## config.mk

```make
export PLATFORM = sky130hd
export DESIGN_NAME = tone_scheduler_flat
export DESIGN_NICKNAME = d
export VERILOG_FILES = /design/src/rtl/tone_scheduler_if.sv /design/src/rtl/tone_scheduler.sv /design/src/flat_wrapper.sv
export SDC_FILE = /design/constraint.sdc
export NUM_CORES = 1
export LEC_CHECK = 0
export ABC_AREA = 1
export ABC_CLOCK_PERIOD_IN_PS = 1300
export CORE_MARGIN = 1.5
export CORE_UTILIZATION = 23
export CTS_CLUSTER_DIAMETER = 30
export DETAILED_ROUTE_END_ITERATION = 8
export GPL_ROUTABILITY_DRIVEN = 0
export PLACE_DENSITY = 0.54
export SKIP_CTS_REPAIR_TIMING = 1
export SYNTH_ARGS = -nofsm -noshare
export SYNTH_HDL_FRONTEND = slang
export SYNTH_SLANG_ARGS = --single-unit
```

## constraint.sdc

```tcl
create_clock -name clock -period 1.3 [get_ports clock]
set_input_delay 0.26 -clock clock [delete_from_list [all_inputs] [get_ports clock]]
set_output_delay 0.26 -clock clock [all_outputs]
set_load 0.005 [all_outputs]
```

## src/rtl/tone_scheduler_if.sv

```systemverilog
// Requester-side bus of the tone scheduler: requests, tone parameters,
// handshake pulses and the speaker output.
interface tone_scheduler_if #(
  parameter int unsigned NUM_REQ = 3,
  parameter int unsigned DUR_W   = 6
);
  logic [NUM_REQ-1:0]       req;
  logic [3*NUM_REQ-1:0]     code;
  logic [DUR_W*NUM_REQ-1:0] dur;
  logic [NUM_REQ-1:0]       gnt;
  logic [NUM_REQ-1:0]       done;
  logic [NUM_REQ-1:0]       abort;
  logic [1:0]               owner;
  logic                     busy;
  logic                     speaker;

  modport master (
    output req, code, dur,
    input  gnt, done, abort, owner, busy, speaker
  );

  modport slave (
    input  req, code, dur,
    output gnt, done, abort, owner, busy, speaker
  );
endinterface

```

## src/rtl/tone_scheduler.sv

```systemverilog
// Shares one square-wave tone generator among NUM_REQ requesters with
// fixed priority (index 0 highest), optional preemption, per-tone duration
// timing and a forced silent gap after each completed tone.
module tone_scheduler #(
  parameter int unsigned NUM_REQ    = 3,
  parameter int unsigned DUR_W      = 6,
  parameter int unsigned GAP_CYCLES = 2,
  parameter int unsigned PREEMPT    = 1
) (
  input logic             clock,
  input logic             reset,
  tone_scheduler_if.slave bus
);

  localparam int unsigned OWN_W  = 2;
  localparam int unsigned CODE_W = 3;
  localparam int unsigned CNT_W  = 3;
  localparam int unsigned GAP_W  = 4;

  typedef enum logic [1:0] {
    IDLE = 2'd0,
    PLAY = 2'd1,
    GAP  = 2'd2
  } state_t;

  state_t             state_q, nxt_state;
  logic [OWN_W-1:0]   owner_q, nxt_owner;
  logic [CODE_W-1:0]  code_q, nxt_code;
  logic [DUR_W-1:0]   rem_q, nxt_rem;
  logic [GAP_W-1:0]   gap_q, nxt_gap;
  logic [NUM_REQ-1:0] gnt_q, nxt_gnt;
  logic [NUM_REQ-1:0] done_q, nxt_done;
  logic [NUM_REQ-1:0] abort_q, nxt_abort;
  logic               busy_q, nxt_busy;
  logic [CNT_W-1:0]   tcnt_q, nxt_tcnt;
  logic               phase_q, nxt_phase;
  logic               spk_q, nxt_spk;

  logic               any_req, any_pre, start;
  logic [OWN_W-1:0]   pick_idx, pre_idx, start_idx;

  // Half-period threshold per sound code (codes 6/7 are silent).
  function automatic logic [CNT_W-1:0] thr_of(input logic [CODE_W-1:0] c);
    case (c)
      3'd0:    thr_of = 3'd2;
      3'd1:    thr_of = 3'd3;
      3'd2:    thr_of = 3'd4;
      3'd3:    thr_of = 3'd5;
      3'd4:    thr_of = 3'd6;
      3'd5:    thr_of = 3'd1;
      default: thr_of = 3'd0;
    endcase
  endfunction

  function automatic logic is_silent(input logic [CODE_W-1:0] c);
    is_silent = (c[2:1] == 2'b11);
  endfunction

  // Lowest-index request overall, and lowest-index request above the owner.
  always_comb begin
    any_req  = 1'b0;
    pick_idx = '0;
    any_pre  = 1'b0;
    pre_idx  = '0;
    for (int unsigned i = 0; i < NUM_REQ; i++) begin
      if (bus.req[i] && !any_req) begin
        any_req  = 1'b1;
        pick_idx = OWN_W'(i);
      end
      if (bus.req[i] && (OWN_W'(i) < owner_q) && !any_pre) begin
        any_pre = 1'b1;
        pre_idx = OWN_W'(i);
      end
    end
  end

  // Next-state, grant/latch, pulse and tone-generator logic.
  always_comb begin
    nxt_state = state_q;
    nxt_owner = owner_q;
    nxt_code  = code_q;
    nxt_rem   = rem_q;
    nxt_gap   = gap_q;
    nxt_gnt   = '0;
    nxt_done  = '0;
    nxt_abort = '0;
    start     = 1'b0;
    start_idx = pick_idx;

    case (state_q)
      IDLE: begin
        if (any_req) begin
          start     = 1'b1;
          start_idx = pick_idx;
          nxt_state = PLAY;
        end
      end
      PLAY: begin
        // Normal completion wins over a same-edge preemption request.
        if (rem_q == '0) begin
          for (int unsigned i = 0; i < NUM_REQ; i++) begin
            if (OWN_W'(i) == owner_q) nxt_done[i] = 1'b1;
          end
          nxt_state = GAP;
          nxt_gap   = GAP_W'(GAP_CYCLES - 1);
        end else if ((PREEMPT != 0) && any_pre) begin
          for (int unsigned i = 0; i < NUM_REQ; i++) begin
            if (OWN_W'(i) == owner_q) nxt_abort[i] = 1'b1;
          end
          start     = 1'b1;
          start_idx = pre_idx;
        end else begin
          nxt_rem = rem_q - DUR_W'(1);
        end
      end
      GAP: begin
        if (gap_q == '0) nxt_state = IDLE;
        else             nxt_gap   = gap_q - GAP_W'(1);
      end
      default: nxt_state = IDLE;
    endcase

    // Grant: latch the winner's code and duration.
    if (start) begin
      nxt_owner = start_idx;
      for (int unsigned i = 0; i < NUM_REQ; i++) begin
        if (OWN_W'(i) == start_idx) begin
          nxt_gnt[i] = 1'b1;
          nxt_code   = bus.code[CODE_W*i +: CODE_W];
          nxt_rem    = bus.dur[DUR_W*i +: DUR_W];
        end
      end
    end

    nxt_busy = (nxt_state != IDLE);

    // Tone generator only advances while a tone keeps playing; grants and
    // every non-PLAY cycle clear it.
    nxt_tcnt  = '0;
    nxt_phase = 1'b0;
    nxt_spk   = 1'b0;
    if ((state_q == PLAY) && (nxt_state == PLAY) && !start && !is_silent(code_q)) begin
      if (tcnt_q > thr_of(code_q)) begin
        nxt_tcnt  = '0;
        nxt_phase = ~phase_q;
        nxt_spk   = ~phase_q;
      end else begin
        nxt_tcnt  = tcnt_q + CNT_W'(1);
        nxt_phase = phase_q;
        nxt_spk   = spk_q;
      end
    end
  end

  // State and output registers.
  always_ff @(posedge clock or posedge reset) begin
    if (reset) begin
      state_q <= IDLE;
      owner_q <= '0;
      code_q  <= '0;
      rem_q   <= '0;
      gap_q   <= '0;
      gnt_q   <= '0;
      done_q  <= '0;
      abort_q <= '0;
      busy_q  <= 1'b0;
      tcnt_q  <= '0;
      phase_q <= 1'b0;
      spk_q   <= 1'b0;
    end else begin
      state_q <= nxt_state;
      owner_q <= nxt_owner;
      code_q  <= nxt_code;
      rem_q   <= nxt_rem;
      gap_q   <= nxt_gap;
      gnt_q   <= nxt_gnt;
      done_q  <= nxt_done;
      abort_q <= nxt_abort;
      busy_q  <= nxt_busy;
      tcnt_q  <= nxt_tcnt;
      phase_q <= nxt_phase;
      spk_q   <= nxt_spk;
    end
  end

  assign bus.gnt     = gnt_q;
  assign bus.done    = done_q;
  assign bus.abort   = abort_q;
  assign bus.owner   = owner_q;
  assign bus.busy    = busy_q;
  assign bus.speaker = spk_q;

`ifndef SYNTHESIS
  // Speaker is silent whenever the scheduler is idle.
  a_spk_idle : assert property (@(posedge clock) disable iff (reset)
    !busy_q |-> !spk_q);
  // Outside preemption at most one handshake pulse per cycle.
  a_one_evt : assert property (@(posedge clock) disable iff (reset)
    (abort_q == '0) |-> $onehot0(gnt_q | done_q));
  // A preemption pairs exactly one abort with exactly one grant.
  a_preempt : assert property (@(posedge clock) disable iff (reset)
    (abort_q != '0) |-> ($onehot(abort_q) && $onehot(gnt_q) && (done_q == '0)));
`endif

endmodule
```

## src/flat_wrapper.sv

```systemverilog
// flat-port wrapper written by rule: the top's interface ports become plain ports
module tone_scheduler_flat 
#(
  parameter int unsigned NUM_REQ    = 3,
  parameter int unsigned DUR_W      = 6,
  parameter int unsigned GAP_CYCLES = 2,
  parameter int unsigned PREEMPT    = 1
)
  (clock, reset, bus_req, bus_code, bus_dur, bus_gnt, bus_done, bus_abort, bus_owner, bus_busy, bus_speaker);
  tone_scheduler_if #(.NUM_REQ(NUM_REQ), .DUR_W(DUR_W)) bus_i ();
  input logic clock;
  input logic reset;
  input wire logic [$bits(bus_i.req)-1:0] bus_req;
  input wire logic [$bits(bus_i.code)-1:0] bus_code;
  input wire logic [$bits(bus_i.dur)-1:0] bus_dur;
  output wire logic [$bits(bus_i.gnt)-1:0] bus_gnt;
  output wire logic [$bits(bus_i.done)-1:0] bus_done;
  output wire logic [$bits(bus_i.abort)-1:0] bus_abort;
  output wire logic [$bits(bus_i.owner)-1:0] bus_owner;
  output wire logic [$bits(bus_i.busy)-1:0] bus_busy;
  output wire logic [$bits(bus_i.speaker)-1:0] bus_speaker;
  assign bus_i.req = bus_req;
  assign bus_i.code = bus_code;
  assign bus_i.dur = bus_dur;
  assign bus_gnt = bus_i.gnt;
  assign bus_done = bus_i.done;
  assign bus_abort = bus_i.abort;
  assign bus_owner = bus_i.owner;
  assign bus_busy = bus_i.busy;
  assign bus_speaker = bus_i.speaker;
  tone_scheduler #(.NUM_REQ(NUM_REQ), .DUR_W(DUR_W), .GAP_CYCLES(GAP_CYCLES), .PREEMPT(PREEMPT)) u_core (.clock(clock), .reset(reset), .bus(bus_i));
endmodule
```

==> metrics.txt, run 1 <==
share of the synthesized area in the top cell type 42.0%; Mapped Cells 234; CTS clk-pin slew, worst paths 0.07 ns; Max Cap Viol 0; hold slack 0.299 ns; Critical Path, Cell by Cell buf_6 > a21oi_2 > ha_4 > a21oi_2 > o21ai_2 > nand2_2 > xor2_1 > nor2_1; Initial Util 23.8%; CP Class flop to flop; Congestion Overflow GR 0; clock latency on the worst-skew pair 0.29 ns; total power 6.46 mW; status complete, but fails checks; violated checks negative setup slack; I/O Pins 45; type of the worst min-delay path input port to async pin; Mapped Area 0.00185 mm²; Inserted Diodes 0; Die Width 92.6 µm; Crit path depth 8; pins over their slew limit 0; Total Routing Usage GR 11.2%; register area 777 µm²; delay-heaviest family, CP compound AO/OA/AOI/OAI gates; TritonCTS clock tree built; crit path DAT 1.78 ns; Avg Inst Size Synth 7.89 µm²; Crit path largest cell delay 0.40 ns; Root Buffer clkbuf_8; startpoint types flop; port bufs 44; Data required, critical path 1.49 ns; leak pwr 1.73 nW; Final min period 1.60 ns; number of fill cells 780; first-pass GRT wire length 7340 µm; #FFs+latches synth 31; worst path bufs/invs 1; Final Util 42.2%; sequential fraction of the synthesis area 42.0%; Synth area leaders dfrtp_1 42%, nand2_1 11%, ha_1 7.5%, nand3_1 5.7%, inv_1 5.3%; Die ar. 0.00858 mm²; skew final 0.00856 ns; final WL 4910 µm; Fin. Hold Viols 0; initial antenna violation count 0; CTS Buffer Depth 2; post-route ant nets 0; Cell Pwr Density 1970 mW/mm²; clk sinks 31; Die H 92.6 µm; R2R depth 8; setup violators final 21; CTS buffer count 5; DR vias/cell 4.18; DR pass1 iterations 4; HPWL Detailed 3580 µm; drt initial violations 45; layout cell share with drive strength beyond 1 40.2%; total number of vias 1859; Synth area leader dfrtp_1; total number of yosys warnings 0; CP Capture Type flop; routed length per instance 11.0 µm; Post-route DRC 0; Total Nets Final 385; crit-path max FO 3; worst vdd ir 0.678 mV; num rows 32; CTS H-tree lvls 2; Setup WS post-layout -0.298 ns; vias in the first global route 1641; crit share post-route 123%; CP max stage cell dfrtp_1; core box area 0.00777 mm²; RSZ-0062 raised after global routing yes; Syn Nets 277; Max Freq 0.626 GHz; CP most frequent cell a21oi_2; library cells used by synthesis 30; largest net degree at the start of global routing 32; area of the multi-input gates 0.00112 mm²; synth-to-layout area growth 77.6%
## power by group
part	switching (mW)	total (mW)	internal [mW]
Clock	0.377	0.858	0.481
Combinational	2.00	4.16	2.16
Sequential	0.189	1.44	1.26
Total	2.56	6.46	3.90
## cells in the mapped netlist
cell type and count:
xor2_1 2, nand3_2 1, nand2_1 55, o211ai_1 1, dfrtp_1 31, o21ai_1 10, buf_2 2, o21bai_1 1
nor3_1 4, conb_1 1, o22ai_1 1, or2_2 2, ha_1 11, a21oi_1 4, nand2_2 4, nor3_4 1
nor2_1 21, o21ai_0 6, inv_1 26, inv_2 7, a21oi_2 1, o21ai_2 3, xnor2_1 1, nand3_1 21
buf_6 2, nand4_1 5, o211ai_2 2, nor2_2 3, a22oi_1 4, nand2_4 1
## metal layers
metal,up-vias,global-route usage [%],wire [µm]
met5,-,0,0
met4,0,6.15,108
met3,8,1.81,210
met2,46,17.0,2250
met1,836,15.1,2340
li1,969,-,-
## layout make-up
type	instances	share of cell area, %
well taps	102	3.89
clock buffers	7	2.94
flip-flops and latches	31	23.7
multi-input cells	166	34.3
repair buffers	105	30.9
inverters	33	4.08
clock inverters	1	0.229
## sequential cells by signal, summed over array words and instances (netlist names)
signal,count
u_core.rem_q,6
u_core.state_q,2
u_core.bus.owner,2
u_core.phase_q,1
u_core.bus.done,3
u_core.code_q,3
u_core.bus.gnt,3
u_core.bus.busy,1
u_core.bus.abort,3
u_core.gap_q,4
u_core.tcnt_q,3
## through the flow
| step | setup TNS, ns | instances | worst slack [ns] | instance area [µm²] |
|---|---|---|---|---|
| final | -1.89 | 445 | -0.298 | 3280 |
| after global routing | -3.91 | 445 | -0.400 | 3280 |
| after detailed placement | -9.66 | 424 | -0.515 | 2830 |
| after floorplan | -0.648 | 234 | -0.184 | 1900 |
| after global placement | -8.66 | 424 | -0.461 | 2830 |
| after CTS | -5.74 | 432 | -0.374 | 2930 |
## layout by cell type (no fill, tap or decap), types with 10 or more instances in the layout
master           count
buf_4               50
nand2_1             47
dfrtp_1             30
clkdlybuf4s50_1     28
inv_1               19
dlymetal6s2s_1      15
nor2_1              14
nand3_1             12
inv_2               12
o21ai_1             10
## logic make-up (layout without fill, tap and decap cells)
family / after synthesis / in the layout / synth area share, %
other: 1 / 1 / 0.203
buffers and inverters: 37 / 146 / 8.47
adders and majority gates: 11 / 11 / 7.45
xor gates and xnor gates: 3 / 3 / 1.42
DFF: 31 / 31 / 42.0
AOI/OAI and AO/OA: 33 / 33 / 11.5
and+or+nand+nor: 118 / 118 / 29.0
## path summary, 6_finish.rpt
check | slack [ns] | endpoint | start
max | -0.30 | u_core.phase_q$_DFFE_PP0P_ | u_core.code_q[1]$_DFFE_PP0P_
min | 0.30 | u_core.phase_q$_DFFE_PP0P_ | reset
min reg2reg | 0.47 | u_core.tcnt_q[0]$_DFF_PP0_ | u_core.tcnt_q[0]$_DFF_PP0_
max in group asynchronous | 0.82 | u_core.bus.owner[1]$_DFFE_PP0P_ | reset
min in group clock | 0.47 | u_core.tcnt_q[0]$_DFF_PP0_ | u_core.tcnt_q[0]$_DFF_PP0_
max reg2reg | -0.30 | u_core.phase_q$_DFFE_PP0P_ | u_core.code_q[1]$_DFFE_PP0P_
## worst reg2reg max path: stages, from the launching register on
cell	delay, ns
dfrtp_1	0.40
buf_6	0.14
a21oi_2	0.18
ha_4	0.24
a21oi_2	0.16
o21ai_2	0.09
nand2_2	0.09
xor2_1	0.15
nor2_1	0.06
Power figures use the tool's default switching activity.
==> run 2, diff against run 1 <==
--- a/config.mk
+++ b/config.mk
@@ -6,13 +6,13 @@
 export NUM_CORES = 1
 export LEC_CHECK = 0
 export ABC_AREA = 1
-export ABC_CLOCK_PERIOD_IN_PS = 1300
+export ABC_CLOCK_PERIOD_IN_PS = 1800
 export CORE_MARGIN = 1.5
 export CORE_UTILIZATION = 23
 export CTS_CLUSTER_DIAMETER = 30
 export DETAILED_ROUTE_END_ITERATION = 8
 export GPL_ROUTABILITY_DRIVEN = 0
-export PLACE_DENSITY = 0.54
+export PLACE_DENSITY = 0.52
 export SKIP_CTS_REPAIR_TIMING = 1
 export SYNTH_ARGS = -nofsm -noshare
 export SYNTH_HDL_FRONTEND = slang
==> constraint.sdc (replaced) <==
create_clock -name clock -period 1.8 [get_ports clock]
set_input_delay 0.36 -clock clock [delete_from_list [all_inputs] [get_ports clock]]
set_output_delay 0.36 -clock clock [all_outputs]
set_load 0.005 [all_outputs]
==> metrics.txt, run 2 (same netlist as run 1, synthesis figures left out) <==
layout cell share with drive strength beyond 1 15.9% (-24 points); routed length per instance 10.7 µm (-3.3%); largest net degree at the start of global routing 32 (unchanged); first-pass GRT wire length 7130 µm (-2.8%); Data required, critical path 1.44 ns (-0.05 ns); Final Util 33.2% (-9.0 points); Setup WS post-layout 0.135 ns (+0.432 ns); Net Sw Frac 42.0% (+2.4 points); pins over their slew limit 0 (unchanged); most frequent cells in the layout 54 x nand2_1, 44 x clkdlybuf4s50_1, 31 x dfrtp_1; worst vdd ir 0.357 mV (-47%); TritonCTS clock tree built; Total Routing Usage GR 10.8% (-0.43 points); Biggest register u_core.rem_q; share of power burned in registers 31.3% (+8.9 points); Pint 1.93 mW (-50%); total number of vias 1620 (-13%); DR vias/cell 4.08 (-2.3%); post-route ant nets 0 (unchanged); HPWL Detailed 3360 µm (-6.1%); setup violators final 0 (-100%); synth-to-layout area growth 39.7%; Max Freq 0.600 GHz; initial antenna violation count 0 (unchanged); largest registers u_core.rem_q (6), u_core.gap_q (4); drt initial violations 53 (+18%); power share of the combinational group 52.7% (-12 points); port bufs 44 (unchanged); startpoint types flop; CP max stage cell clkdlybuf4s50_1; Final min period 1.67 ns; CTS Buffer Depth 2 (unchanged); switching power 1.40 mW (-45%); commonest non-fill, non-tap cell in the layout nand2_1; Post-route DRC 0 (unchanged); crit path DAT 1.31 ns (-0.47 ns); Setup TNS 0 ns (+1.89 ns); Root Buffer clkbuf_8; Inserted Diodes 0 (unchanged); Critical Path, Cell by Cell clkdlybuf4s50_1; vias in the first global route 1577 (-3.9%); clock latency on the worst-skew pair 0.28 ns (about the same); Congestion Overflow GR 0 (unchanged); crit share post-route 92.5%; crit-path max FO 7 (+4); I/O Pins 45 (unchanged); delay-heaviest family, CP buffers and inverters; type of the worst min-delay path input port to async pin; Initial Util 23.8% (unchanged); clock power share 16.0% (+2.7 points); skew final 0.00927 ns (+0.000707 ns); status complete, no violations; final WL 4230 µm (-14%); Total Nets Final 337 (-12%); core box area 0.00777 mm² (unchanged); num rows 32 (unchanged); CTS clk-pin slew, worst paths 0.07 ns (about the same); clk sinks 31 (unchanged); pre-CTS setup slack -0.0913 ns (+0.424 ns); Max Cap Viol 0 (unchanged); CTS buffer count 5 (unchanged); max FFs per register 6 (unchanged); Fin. Hold Viols 0 (unchanged); Die Width 92.6 µm (unchanged); leak pwr 1.21 nW (-30%); worst path bufs/invs 1 (unchanged); Cell Pwr Density 1290 mW/mm² (-34%); CP Class flop to output pin; CTS H-tree lvls 2 (unchanged); Die ar. 0.00858 mm² (unchanged); CP Capture Type output pin; Crit path largest cell delay 0.55 ns (+0.15 ns); DR pass1 iterations 4 (unchanged); Die H 92.6 µm (unchanged); number of fill cells 829 (+6.3%)
==> run 2: power groups by stage <==
stage / Combinational (mW) / Clock, mW / Sequential [mW]
finish: 1.76 / 0.535 / 1.04
global route: 2.03 / 0.595 / 1.07
CTS: 1.77 / 0.565 / 1.04
floorplan: 1.21 / 0 / 1.03
detailed placement: 1.77 / 0 / 1.05
global placement: 1.74 / 0 / 1.05
==> run 2: path summary, 6_finish.rpt <==
kind	start	slack, ns	endpoint	depth (start not counted)
setup / recovery	u_core.bus.owner[1]$_DFFE_PP0P_	0.13	bus_owner[1]	1
hold / removal	reset	0.46	u_core.code_q[2]$_DFFE_PP0P_	3
setup reg to reg	u_core.code_q[1]$_DFFE_PP0P_	0.17	u_core.tcnt_q[1]$_DFF_PP0_	8
hold reg to reg	u_core.tcnt_q[0]$_DFF_PP0_	0.47	u_core.tcnt_q[0]$_DFF_PP0_	1
max in group asynchronous	reset	1.05	u_core.rem_q[2]$_DFF_PP0_	3
min in group clock	u_core.tcnt_q[0]$_DFF_PP0_	0.47	u_core.tcnt_q[0]$_DFF_PP0_	1
==> run 2: stage by stage <==
stage	hold WS, ns	cell area (µm²)	instances	total power, mW
2_1_floorplan	0.431	1850	234	2.24
3_3_place_gp	0.455	2490	389	2.79
3_5_place_dp	0.460	2490	389	2.82
4_1_cts	0.468	2580	397	3.38
5_1_grt	0.504	2580	397	3.70
6_report	0.459	2580	397	3.34
==> run 2: routing by layer <==
layer  track usage (%)  wire [µm]  vias to the layer above
met5                 0          0                        -
met4              4.62         44                        0
met3              2.55        198                        2
met2              15.6       1760                       50
met1              15.1       2230                      692
li1                  -          -                      876
==> run 2: final cells by class <==
type,instances,area [µm²],area share [%]
Timing Repair Buffer,57,551,21.3
Sequential cell,31,776,30.1
Multi-Input combinational cell,166,917,35.5
Inverter,33,124,4.80
Tap cell,102,128,4.95
Clock buffer,6,72.6,2.81
Clock inverter,2,12.5,0.485
==> run 2: worst min-delay path, stage by stage <==
cell             delay, ns
clkdlybuf4s50_1       0.39
inv_1                 0.05
buf_4                 0.35
==> run 3, diff against run 2 <==
--- a/config.mk
+++ b/config.mk
@@ -11,7 +11,6 @@
 export CORE_UTILIZATION = 23
 export CTS_CLUSTER_DIAMETER = 30
 export DETAILED_ROUTE_END_ITERATION = 8
-export GPL_ROUTABILITY_DRIVEN = 0
 export PLACE_DENSITY = 0.52
 export SKIP_CTS_REPAIR_TIMING = 1
 export SYNTH_ARGS = -nofsm -noshare
==> results of run 3 <==
Final layout, timing and power as in run 2 (identical DEF).
